==> config.mk <==
export PLATFORM = sky130hd
export DESIGN_NAME = nes_joypad_port
export DESIGN_NICKNAME = d
export VERILOG_FILES = /design/src/rtl/nes_joypad_port.sv
export SDC_FILE = /design/constraint.sdc
export NUM_CORES = 1
export LEC_CHECK = 0
export ABC_AREA = 1
export BUFFER_PORTS_ARGS = -buffer_cell sky130_fd_sc_hd__buf_2
export CAP_MARGIN = 10
export CORE_ASPECT_RATIO = 2
export CORE_MARGIN = 5
export CORE_UTILIZATION = 50
export CTS_CLUSTER_SIZE = 28
export DETAILED_ROUTE_END_ITERATION = 8
export PLACE_DENSITY = 0.77
export SLEW_MARGIN = 0
export SYNTH_ARGS = -nofsm -noshare
export SYNTH_HDL_FRONTEND = slang
export SYNTH_SLANG_ARGS = --single-unit
export TNS_END_PERCENT = 30
==> constraint.sdc <==
create_clock -name i_clk -period 2.76 [get_ports i_clk]
set_input_delay 0.276 -clock i_clk [delete_from_list [all_inputs] [get_ports i_clk]]
set_output_delay 0.276 -clock i_clk [all_outputs]
set_load 0.05 [all_outputs]
==> src/rtl/nes_joypad_port.sv <==
// NES controller port registers at $4016/$4017: strobe latch, per-player serial
// shift registers, turbo modulation of A/B and optional opposite-direction masking.
module nes_joypad_port #(
  parameter int unsigned TURBO_DIV      = 4,
  parameter bit          BLOCK_OPPOSITE = 1'b1,
  parameter logic [2:0]  OPEN_BUS       = 3'b010
) (
  input  logic        i_clk,
  input  logic        i_rstn,
  input  logic [9:0]  i_jp_vector_1p,
  input  logic [9:0]  i_jp_vector_2p,
  input  logic [15:0] i_addr,
  input  logic [7:0]  i_wdata,
  input  logic        i_wr,
  input  logic        i_rd,
  output logic [7:0]  o_rdata,
  output logic        o_rdata_vld,
  output logic        o_strobe
);

  localparam logic [15:0] ADDR_JOY1  = 16'h4016;
  localparam logic [15:0] ADDR_JOY2  = 16'h4017;
  localparam logic [7:0]  TURBO_LAST = 8'(TURBO_DIV - 1);

  // Bus decode
  logic       wr_hit;
  logic [1:0] rd_hit;
  logic       any_rd_hit;
  logic       strobe_set;
  logic       strobe_fall;

  logic       strobe_reg;
  logic       strobe_next;
  logic [7:0] turbo_cnt_reg;
  logic [7:0] turbo_cnt_next;
  logic       turbo_phase_reg;
  logic       turbo_phase_next;
  logic [7:0] rdata_reg;
  logic [7:0] rdata_next;
  logic       rdata_vld_reg;
  logic       rdata_vld_next;

  logic [1:0][9:0] jp_vec;
  logic [1:0]      serial_bit;
  logic            read_bit;
  logic            unused_wdata;

  assign wr_hit      = i_wr && (i_addr == ADDR_JOY1);
  assign rd_hit[0]   = i_rd && (i_addr == ADDR_JOY1);
  assign rd_hit[1]   = i_rd && (i_addr == ADDR_JOY2);
  assign any_rd_hit  = |rd_hit;
  assign strobe_set  = wr_hit && i_wdata[0];
  assign strobe_fall = wr_hit && strobe_reg && !i_wdata[0];

  assign jp_vec[0] = i_jp_vector_1p;
  assign jp_vec[1] = i_jp_vector_2p;

  // Only the strobe bit of the written byte is meaningful.
  assign unused_wdata = ^i_wdata[7:1];

  generate
    for (genvar gi = 0; gi < 2; gi++) begin : g_player
      logic       btn_a;
      logic       btn_b;
      logic       btn_up;
      logic       btn_down;
      logic       btn_left;
      logic       btn_right;
      logic [7:0] eff_byte;
      logic [7:0] shift_reg;
      logic [7:0] shift_next;

      always_comb begin
        btn_a     = jp_vec[gi][0] | (jp_vec[gi][8] & turbo_phase_reg);
        btn_b     = jp_vec[gi][1] | (jp_vec[gi][9] & turbo_phase_reg);
        btn_up    = jp_vec[gi][4];
        btn_down  = jp_vec[gi][5];
        btn_left  = jp_vec[gi][6];
        btn_right = jp_vec[gi][7];
        if (BLOCK_OPPOSITE && btn_up && btn_down) begin
          btn_up   = 1'b0;
          btn_down = 1'b0;
        end
        if (BLOCK_OPPOSITE && btn_left && btn_right) begin
          btn_left  = 1'b0;
          btn_right = 1'b0;
        end
        eff_byte = {btn_right, btn_left, btn_down, btn_up,
                    jp_vec[gi][3], jp_vec[gi][2], btn_b, btn_a};
      end

      // Strobe high reloads every cycle; a read in the same cycle as a strobe-set
      // write must not consume a bit.
      always_comb begin
        shift_next = shift_reg;
        if (strobe_reg) begin
          shift_next = eff_byte;
        end else if (rd_hit[gi] && !strobe_set) begin
          shift_next = {1'b1, shift_reg[7:1]};
        end
      end

      always_ff @(posedge i_clk or negedge i_rstn) begin
        if (!i_rstn) begin
          shift_reg <= 8'h00;
        end else begin
          shift_reg <= shift_next;
        end
      end

      assign serial_bit[gi] = shift_reg[0];
    end
  endgenerate

  assign read_bit = rd_hit[1] ? serial_bit[1] : serial_bit[0];

  always_comb begin
    strobe_next      = strobe_reg;
    turbo_cnt_next   = turbo_cnt_reg;
    turbo_phase_next = turbo_phase_reg;
    rdata_next       = rdata_reg;
    rdata_vld_next   = any_rd_hit;

    if (wr_hit) begin
      strobe_next = i_wdata[0];
    end

    // Turbo phase flips once every TURBO_DIV strobe falling edges.
    if (strobe_fall) begin
      if (turbo_cnt_reg == TURBO_LAST) begin
        turbo_cnt_next   = 8'h00;
        turbo_phase_next = !turbo_phase_reg;
      end else begin
        turbo_cnt_next = turbo_cnt_reg + 8'h01;
      end
    end

    if (any_rd_hit) begin
      rdata_next = {OPEN_BUS, 4'b0000, read_bit};
    end
  end

  always_ff @(posedge i_clk or negedge i_rstn) begin
    if (!i_rstn) begin
      strobe_reg      <= 1'b0;
      turbo_cnt_reg   <= 8'h00;
      turbo_phase_reg <= 1'b0;
      rdata_reg       <= 8'h00;
      rdata_vld_reg   <= 1'b0;
    end else begin
      strobe_reg      <= strobe_next;
      turbo_cnt_reg   <= turbo_cnt_next;
      turbo_phase_reg <= turbo_phase_next;
      rdata_reg       <= rdata_next;
      rdata_vld_reg   <= rdata_vld_next;
    end
  end

  assign o_rdata     = rdata_reg;
  assign o_rdata_vld = rdata_vld_reg;
  assign o_strobe    = strobe_reg;

endmodule

# [After elaboration in Yosys (flattened, before gate mapping)]
# Cells that the tools add are included.
[classes] addsub=1 multipliers=0 div_mod_pow=0 order_cmp=0 eq_ne=3 shifts=0 mux=14 bitwise_logic=8 reduce_logical=19
[op_table] op="2-to-1 mux 8 bit" n=5
[op_table] op="equality test 16 x 15 -> 1 bit (second input constant)" n=2
[op_table] op="logical AND 1 bit" n=12
[op_table] op="2-to-1 mux 1 bit" n=9
[op_table] op="adder 8 x 1 -> 8 bit (second input constant)" n=1
[op_table] op="equality test 8 x 2 -> 1 bit (second input constant)" n=1
[op_table] op="bitwise AND 1 bit" n=4
[op_table] op="OR 1 bit" n=4
[op_table] op="nonzero test 2 bit" n=2
[op_table] op="zero test 1 bit" n=3
[op_table] op="AND reduction 2 bit" n=1
[op_table] op="OR reduction 2 bit" n=1
[totals] reg_bits=29 latchBits=0 mem_bits_rw=0 rom_bits=0 in_bits=48 out_inout_bits=10 wordCells=52 n_memories=0

# [Depth between registers and ports, before layout]
# Gate-level depths: netlist of run 1.
[depth] depth_word=7 ltp_mapped=10 mapped_depth_nobuf=10

# [Worst setup path after synthesis of run 1]
# Ideal clock, no wire load.
[synth_path] path_type="register to register" from="register strobe_reg (netlist: o_strobe)" to="register turbo_cnt_reg[3]" setup_ps=128 arrival_time_ps=1374 t_required_ps=2632 setup_slack_ps=1258 path_stages_with_launch=7 n_path_buf=1 period_less_slack_ps=1502 cell_sequence="dfrtp_1 > inv_1 > nor2_1 > inv_1 > nor2_4 > buf_6 > o21ai_0"
[synth_between] elab_chain_len=2
[synth_rtl] element="from (decl)" line="32" text="logic strobe_reg;"
[synth_rtl] element="from (signal assigned)" line="151" text="strobe_reg <= strobe_next;"
[synth_rtl] element="logical AND 1 bit (2 in series)" line="53" text="assign strobe_fall = wr_hit && strobe_reg && !i_wdata[0];"
[synth_rtl] element="to (signal assigned)" line="152" text="turbo_cnt_reg <= turbo_cnt_next;"
[synth_rtl] element="to (decl)" line="34" text="logic [7:0] turbo_cnt_reg;"
# Every way passes these cells.
# A chain may end at the register's enable or synchronous reset.

# [Worst setup path in the final report of run 1]
[layout_path] from="register strobe_reg (netlist: o_strobe)" to="register turbo_phase_reg"
[layout_between] elab_chain_len=3
[layout_rtl] element="logical AND 1 bit (2 in series)" line="53"
[layout_rtl] element="AND reduction 2 bit (no source line)"
[layout_rtl] element="to (signal assigned)" line="153" text="turbo_phase_reg <= turbo_phase_next;"
[layout_rtl] element="to (decl)" line="36" text="logic turbo_phase_reg;"
# Every way passes these cells.

==> metrics, run 1 <==
ranking of synthesized cells by area=dfrtp_1, nand2_1, nand3_1, o21ai_0, inv_1; DR iter-0 viols=24; CP Launch Type=flop; Synth Flop Type=dfrtp_1; Setup Fix Bufs, Post-CTS=0; RSZ-0062 raised after global routing=false; Fin Setup TNS=0 ns; Fmax=649.5 MHz; I/O pin cnt=58; Reg-to-Reg End=turbo_phase_reg; number of flip-flops under the largest register name=16; endpoint type of the worst setup path=flop; ys async rst share=1.000; core area=0.003341 sq mm; Crit Path Class=flop to flop; Max FO, Critical Path=15; Mean Syn Cell Area=7.603 sq um; Synth top cells by count=nand2_1, dfrtp_1, nand3_1; Final Max Slew Viols=0; initial antenna violation count=0; Fillers=331; Post-Synthesis Cells=223; largest net degree at the start of global routing=31; port bufs=44; CP cell instances=inv_1, nor2_1, inv_1, nor2_4, nand2_1, nand2_1, nand2_1; status=finished, final reports clean; # DRC=0; clk buf depth=2; Worst Skew=0.004282 ns; clock period minus worst slack=1.540 ns; total grt overflow=0; TritonCTS Buffers=5; #FFs+latches synth=29; top-count cell post-synth=nand2_1; post-placement cell area=0.001901 sq mm; Post-DP HPWL=2743 microns; drt wl/cell=11.95 microns; CTS sink count=29; FF-to-FF setup slack=1.22 ns; DIE WIDTH=51.18 microns; global-route wire length before repair=6078 microns; crit path DAT=1.71 ns; routability cong.=0.8483; EDFF count, synth=0; row count=30; Netlist cell types=31; share of cells above drive strength 1=0.2575; endpoints failing hold=0; CP most frequent cell=nand2_1; period utilisation layout=0.5579; gr usage total=0.1706; critical path's top delay family=simple AND/OR/NAND/NOR gates; slowest CP cell=dfrtp_1; Synth top area share=0.4280; First-pass DRT Iterations=4; Root Buffer=clkbuf_8; RR Startpoint=o_strobe; design area=0.001987 sq mm; Via density=5.173; vias in the first global route=1486; Worst VDD drop=0.4338 mV; total of max-cap violations=0; CTS Hold Buffers Added=0; Initial Util=0.5075; hold crit path type=primary input to async pin; Worst-Skew Late Latency=0.28 ns; Cell Area, Synth=0.001695 sq mm; sequential share of the synthesized area=0.4280; LEAKAGE=1.051 nW; Min Hold Slack=0.01674 ns; DRT antenna net count=0; Slew @ Worst Pin=0.6340 ns; nets=317; worst setup path start=o_strobe; sum of buffers and inverters on the critical path=2; Final setup viols=0; chip height=92.35 microns; Syn-to-layout area delta=17.20%; Synth area leader=dfrtp_1; routed wire length=3585 microns; H-tree levels=2; via count=1552; Pwr Density=442.7 mW/mm^2; full die area=0.004726 sq mm; required time of the critical path=2.93 ns; max incr delay on CP=0.62 ns; CTS tree=built; # resized after CTS=0; Slew headroom=0.5774; clock-pin slew on the worst setup and hold paths=0.06 ns; Syn. warnings=0; n_diodes=0; reg2reg path depth=7
-- worst reg2reg max path, delay by kind of cell (launching register included) --
kind | cells | cell delay, ns
buffers and inverters | 2 | 0.18
flip-flops | 1 | 0.62
AND/OR/NAND/NOR | 5 | 0.64
-- metal layers --
| layer | share of wire | routed length, microns | vias to the layer above | track usage |
|---|---|---|---|---|
| li1 | - | - | 791 | - |
| met1 | 0.38 | 1347 | 703 | 0.1794 |
| met2 | 0.51 | 1846 | 49 | 0.3017 |
| met3 | 0.081 | 292 | 9 | 0.03704 |
| met4 | 0.028 | 99 | 0 | 0.09438 |
| met5 | 0 | 0 | - | 0 |
-- through the flow --
stage,instances,setup WS (ns),util,power (mW)
2_1_floorplan,228,1.258,-,0.5024
3_3_place_gp,293,1.237,0.5689,0.5380
3_5_place_dp,293,1.208,0.5689,0.5406
4_1_cts,300,1.211,0.5948,0.8941
5_1_grt,300,1.045,0.5948,0.9246
6_report,300,1.220,0.5948,0.8796
-- cell usage in the layout, fill, tap and decap left out --
master / Yosys / routed
o21ai_1: 1 / 1
a21oi_1: 5 / 5
dfrtp_1: 29 / 29
nand3b_1: 1 / 1
conb_1: 1 / 6
nand3_2: 1 / 1
buf_4: 7 / 1
nand2_1: 61 / 61
nand4_1: 6 / 6
or2_2: 1 / 1
nor2_1: 15 / 15
ha_1: 1 / 1
o21a_1: 1 / 1
xnor2_1: 1 / 1
nand2_4: 2 / 2
nand3_4: 1 / 1
inv_1: 22 / 22
o211ai_1: 1 / 1
nand2_2: 4 / 4
buf_2: 2 / 44
nor3_1: 1 / 1
xor2_1: 2 / 2
nand3_1: 23 / 23
o31ai_1: 1 / 1
inv_2: 1 / 1
nor2_4: 3 / 3
clkbuf_1: 2 / 1
nor2_2: 4 / 4
nand3b_2: 1 / 1
o21ai_0: 21 / 21
clkbuf_8: 0 / 6
-- worst max path at each step --
stage,end,slack (ns),depth (start not counted)
2_1_floorplan,turbo_cnt_reg[3],1.26,6
3_3_place_gp,turbo_phase_reg,1.24,7
3_5_place_dp,turbo_phase_reg,1.21,7
4_1_cts,turbo_phase_reg,1.21,7
5_1_grt,turbo_cnt_reg[5],1.05,6
6_report,turbo_phase_reg,1.22,7
-- layout make-up --
class,instances,area (sq um),share of cell area
clock buffers,7,86.33,0.04345
inverters,23,86.33,0.04345
multi-input cells,164,820.8,0.4131
flip-flops and latches,29,725.7,0.3652
well taps,32,40.04,0.02015
repair buffers,45,227.7,0.1146
-- report_power, final --
| group | internal [mW] | total [mW] | switching, mW |
|---|---|---|---|
| clock network | 0.197 | 0.348 | 0.151 |
| logic | 0.0337 | 0.0886 | 0.0548 |
| registers | 0.437 | 0.443 | 0.00567 |
-- cells by family (layout without fill, tap and decap cells) --
group | Yosys count | in the layout | share of synthesized area
and+or+nand+nor | 124 | 124 | 0.3550
buffers and inverters | 35 | 75 | 0.09889
AOI/OAI and AO/OA | 30 | 30 | 0.09299
DFF | 29 | 29 | 0.4280
xor gates and xnor gates | 3 | 3 | 0.01550
adders and majority gates | 1 | 1 | 0.007379
other | 1 | 6 | 0.002212
Note: power is estimated with default switching activity, not from simulation.
==> run 2: changes to the inputs <==
Settings changed: ABC_AREA 1 to 0.
Clock period 2.76 ns to 1.6 ns, I/O delays scaled along.
==> metrics, run 2 <==
commonest non-fill, non-tap cell in the layout=buf_2; ranking of synthesized cells by area=dfrtp_1, o21ai_0, a22oi_1, nor4b_4, a41oi_1; CP cell instances=nor4_2, and3_2, and2b_1, mux2_4; Worst-Skew Late Latency=0.28 ns (about the same); period utilisation layout=0.9621 (+0.4042); Worst Skew=0.007021 ns (+0.002739 ns); ys async rst share=1.000 (unchanged); Cell Area, Synth=0.001694 sq mm (about the same); Final setup viols=0 (unchanged); n_diodes=0 (unchanged); hold_sp=i_jp_vector_2p[3]; via count=1470 (-5.3%); Slew headroom=0.5747 (-0.002700); largest net degree at the start of global routing=35 (+13%); Slew @ Worst Pin=0.6380 ns (+0.004050 ns); DRT antenna net count=0 (unchanged); Synth area leader=dfrtp_1; register area=726.9 sq um (+0.17%); Min-Delay Endpoint=g_player[1].shift_reg[3]; most frequent cells in the layout=buf_2, dfrtp_1, o21ai_0, a22oi_1, buf_4; Syn. warnings=0 (unchanged); # DRC=0 (unchanged); slowest CP cell=dfrtp_1; crit path DAT=1.71 ns (about the same); row count=30 (unchanged); CTS sink count=29 (unchanged); critical path's top delay family=simple AND/OR/NAND/NOR gates; routed wire length=3906 microns (+9.0%); TritonCTS Buffers=5 (unchanged); initial antenna violation count=0 (unchanged); LEAKAGE=1.042 nW (-0.87%); Synth top cells by count=dfrtp_1, o21ai_0, a22oi_1; clock-pin slew on the worst setup and hold paths=0.07 ns (about the same); global-route wire length before repair=6472 microns (+6.5%); DIE WIDTH=51.16 microns (about the same); core area=0.003341 sq mm (unchanged); Final Max Slew Viols=0 (unchanged); clock period minus worst slack=1.539 ns (-0.0003967 ns); drt wl/cell=15.62 microns (+31%); nets=266 (-16%); Mean Syn Cell Area=10.27 sq um (+35%); Reg-to-Reg End=turbo_cnt_reg[1]; #FFs+latches synth=29 (unchanged); port bufs=44 (unchanged); Crit Path Class=flop to flop; endpoints failing hold=0 (unchanged); chip height=92.32 microns (about the same); I/O pin cnt=58 (unchanged); vias in the first global route=1474 (-0.81%); H-tree levels=2 (unchanged); First-pass DRT Iterations=4 (unchanged); EDFF count, synth=0 (unchanged); Pwr Density=734.2 mW/mm^2 (+66%); post-layout util=0.6187 (+0.02397); status=finished, final reports clean; Initial Util=0.5071 (about the same); CP Launch Type=flop; Fmax=649.6 MHz (about the same); RR Startpoint=turbo_cnt_reg[5]; routability cong.=0.8016 (-5.5%); Fin Setup TNS=0 ns (unchanged); max incr delay on CP=0.39 ns (-0.23 ns); FF-to-FF setup slack=0.06 ns (-1.16 ns); Worst VDD drop=0.4417 mV (+1.8%); full die area=0.004723 sq mm (about the same); top-count cell post-synth=dfrtp_1; Fillers=296 (-11%); Syn-to-layout area delta=22.01%; Via density=5.880 (+14%); sequential share of the synthesized area=0.4284 (about the same); gr usage total=0.1802 (+0.009660); number of flip-flops under the largest register name=16 (unchanged); total grt overflow=0 (unchanged); Post-DP HPWL=2969 microns (+8.2%); endpoint type of the worst setup path=flop; Netlist cell types=44 (+42%); Root Buffer=clkbuf_8; RSZ-0062 raised after global routing=false; hold crit path type=primary input to flop; reg2reg path depth=4 (-3); Hold Crit Depth=3; Synth Flop Type=dfrtp_1; total of max-cap violations=0 (unchanged); Post-Synthesis Cells=165 (-26%); CTS tree=built; sum of buffers and inverters on the critical path=0 (-2); Max FO, Critical Path=4 (-11); DR iter-0 viols=46 (+92%); clk buf depth=2 (unchanged); Synth top area share=0.4284 (about the same); Multi-input gate area=893.4 sq um (+8.8%); required time of the critical path=1.77 ns (-1.16 ns); share of cells above drive strength 1=0.3624 (+0.1049)
## run 2: changes by cell type in the layout (fill, tap and decap cells not counted), moves of 7 or more
cell      previous run  this run
buf_4                1        10
nand3_1             23         3
a41oi_1              0         7
a22oi_1              0        10
a31oi_1              0         7
nor2_1              15         6
nand2_1             61         7
nand2b_1             0         7
inv_1               22         2
## run 2: through the flow
step | hold WS [ns] | cells | instance area, sq um | total power [mW] | worst slack [ns]
floorplan | -0.1356 | 170 | 1717 | 0.8303 | -0.1528
global placement | 0.2262 | 241 | 1954 | 0.9000 | -0.01242
detailed placement | 0.2202 | 241 | 1954 | 0.9028 | -0.06238
CTS | 0.1272 | 250 | 2061 | 1.531 | 0.03073
global route | 0.1362 | 250 | 2067 | 1.574 | 0.007975
finish | 0.1258 | 250 | 2067 | 1.518 | 0.06068
## run 2: power breakdown
part | switching (mW) | internal (mW)
clock network | 0.276 | 0.350
logic | 0.0939 | 0.0584
registers | 0.00168 | 0.737
total | 0.372 | 1.15
## run 2: kinds of logic after synthesis
logic type      synth area share
mux                      0.03693
compound gates            0.1898
fa+ha+maj               0.007384
xor+xnor                 0.03102
other cells             0.002214
flops                     0.4284
buf+inv                  0.06425
simple gates              0.2400
## run 2: worst max path at each step
stage	startpoint	to	slack [ns]	depth (start not counted)
after global placement	i_addr[7]	turbo_cnt_reg[1]	-0.01	5
after floorplan	o_strobe	turbo_cnt_reg[0]	-0.15	4
final	turbo_cnt_reg[5]	turbo_cnt_reg[1]	0.06	4
after global routing	turbo_cnt_reg[5]	turbo_cnt_reg[1]	0.008	4
after detailed placement	i_addr[8]	g_player[1].shift_reg[4]	-0.06	6
after CTS	turbo_cnt_reg[5]	turbo_cnt_reg[1]	0.03	4
## run 2: tightest hold or removal path, cell delays in order
cell     delay (ns)
buf_2          0.07
nor2b_1        0.03
a21oi_1        0.10
## run 2: final cells by class
| class | count | area share |
|---|---|---|
| Sequential cell | 29 | 0.3517 |
| Multi-Input combinational cell | 123 | 0.4322 |
| Inverter | 3 | 0.005448 |
| Clock buffer | 8 | 0.04358 |
| Tap cell | 32 | 0.01937 |
| Timing Repair Buffer | 55 | 0.1477 |
## run 2: timing repair
| item | 4_1_cts | 5_1_grt |
|---|---|---|
| hold buffers | 1 | 0 |
| setup buffers | 0 | 0 |
| setup endpoints to repair | 1 | 2 |
| gates resized for setup | 1 | 1 |
| endpoints found under the hold margin | 29 | 0 |
## run 2: metal layers
layer / track usage / vias to the layer above / share of wire
met5: 0 / - / 0
met4: 0.08315 / 0 / 0.029
met3: 0.04509 / 10 / 0.054
met2: 0.3244 / 38 / 0.55
met1: 0.1880 / 713 / 0.37
li1: - / 709 / -
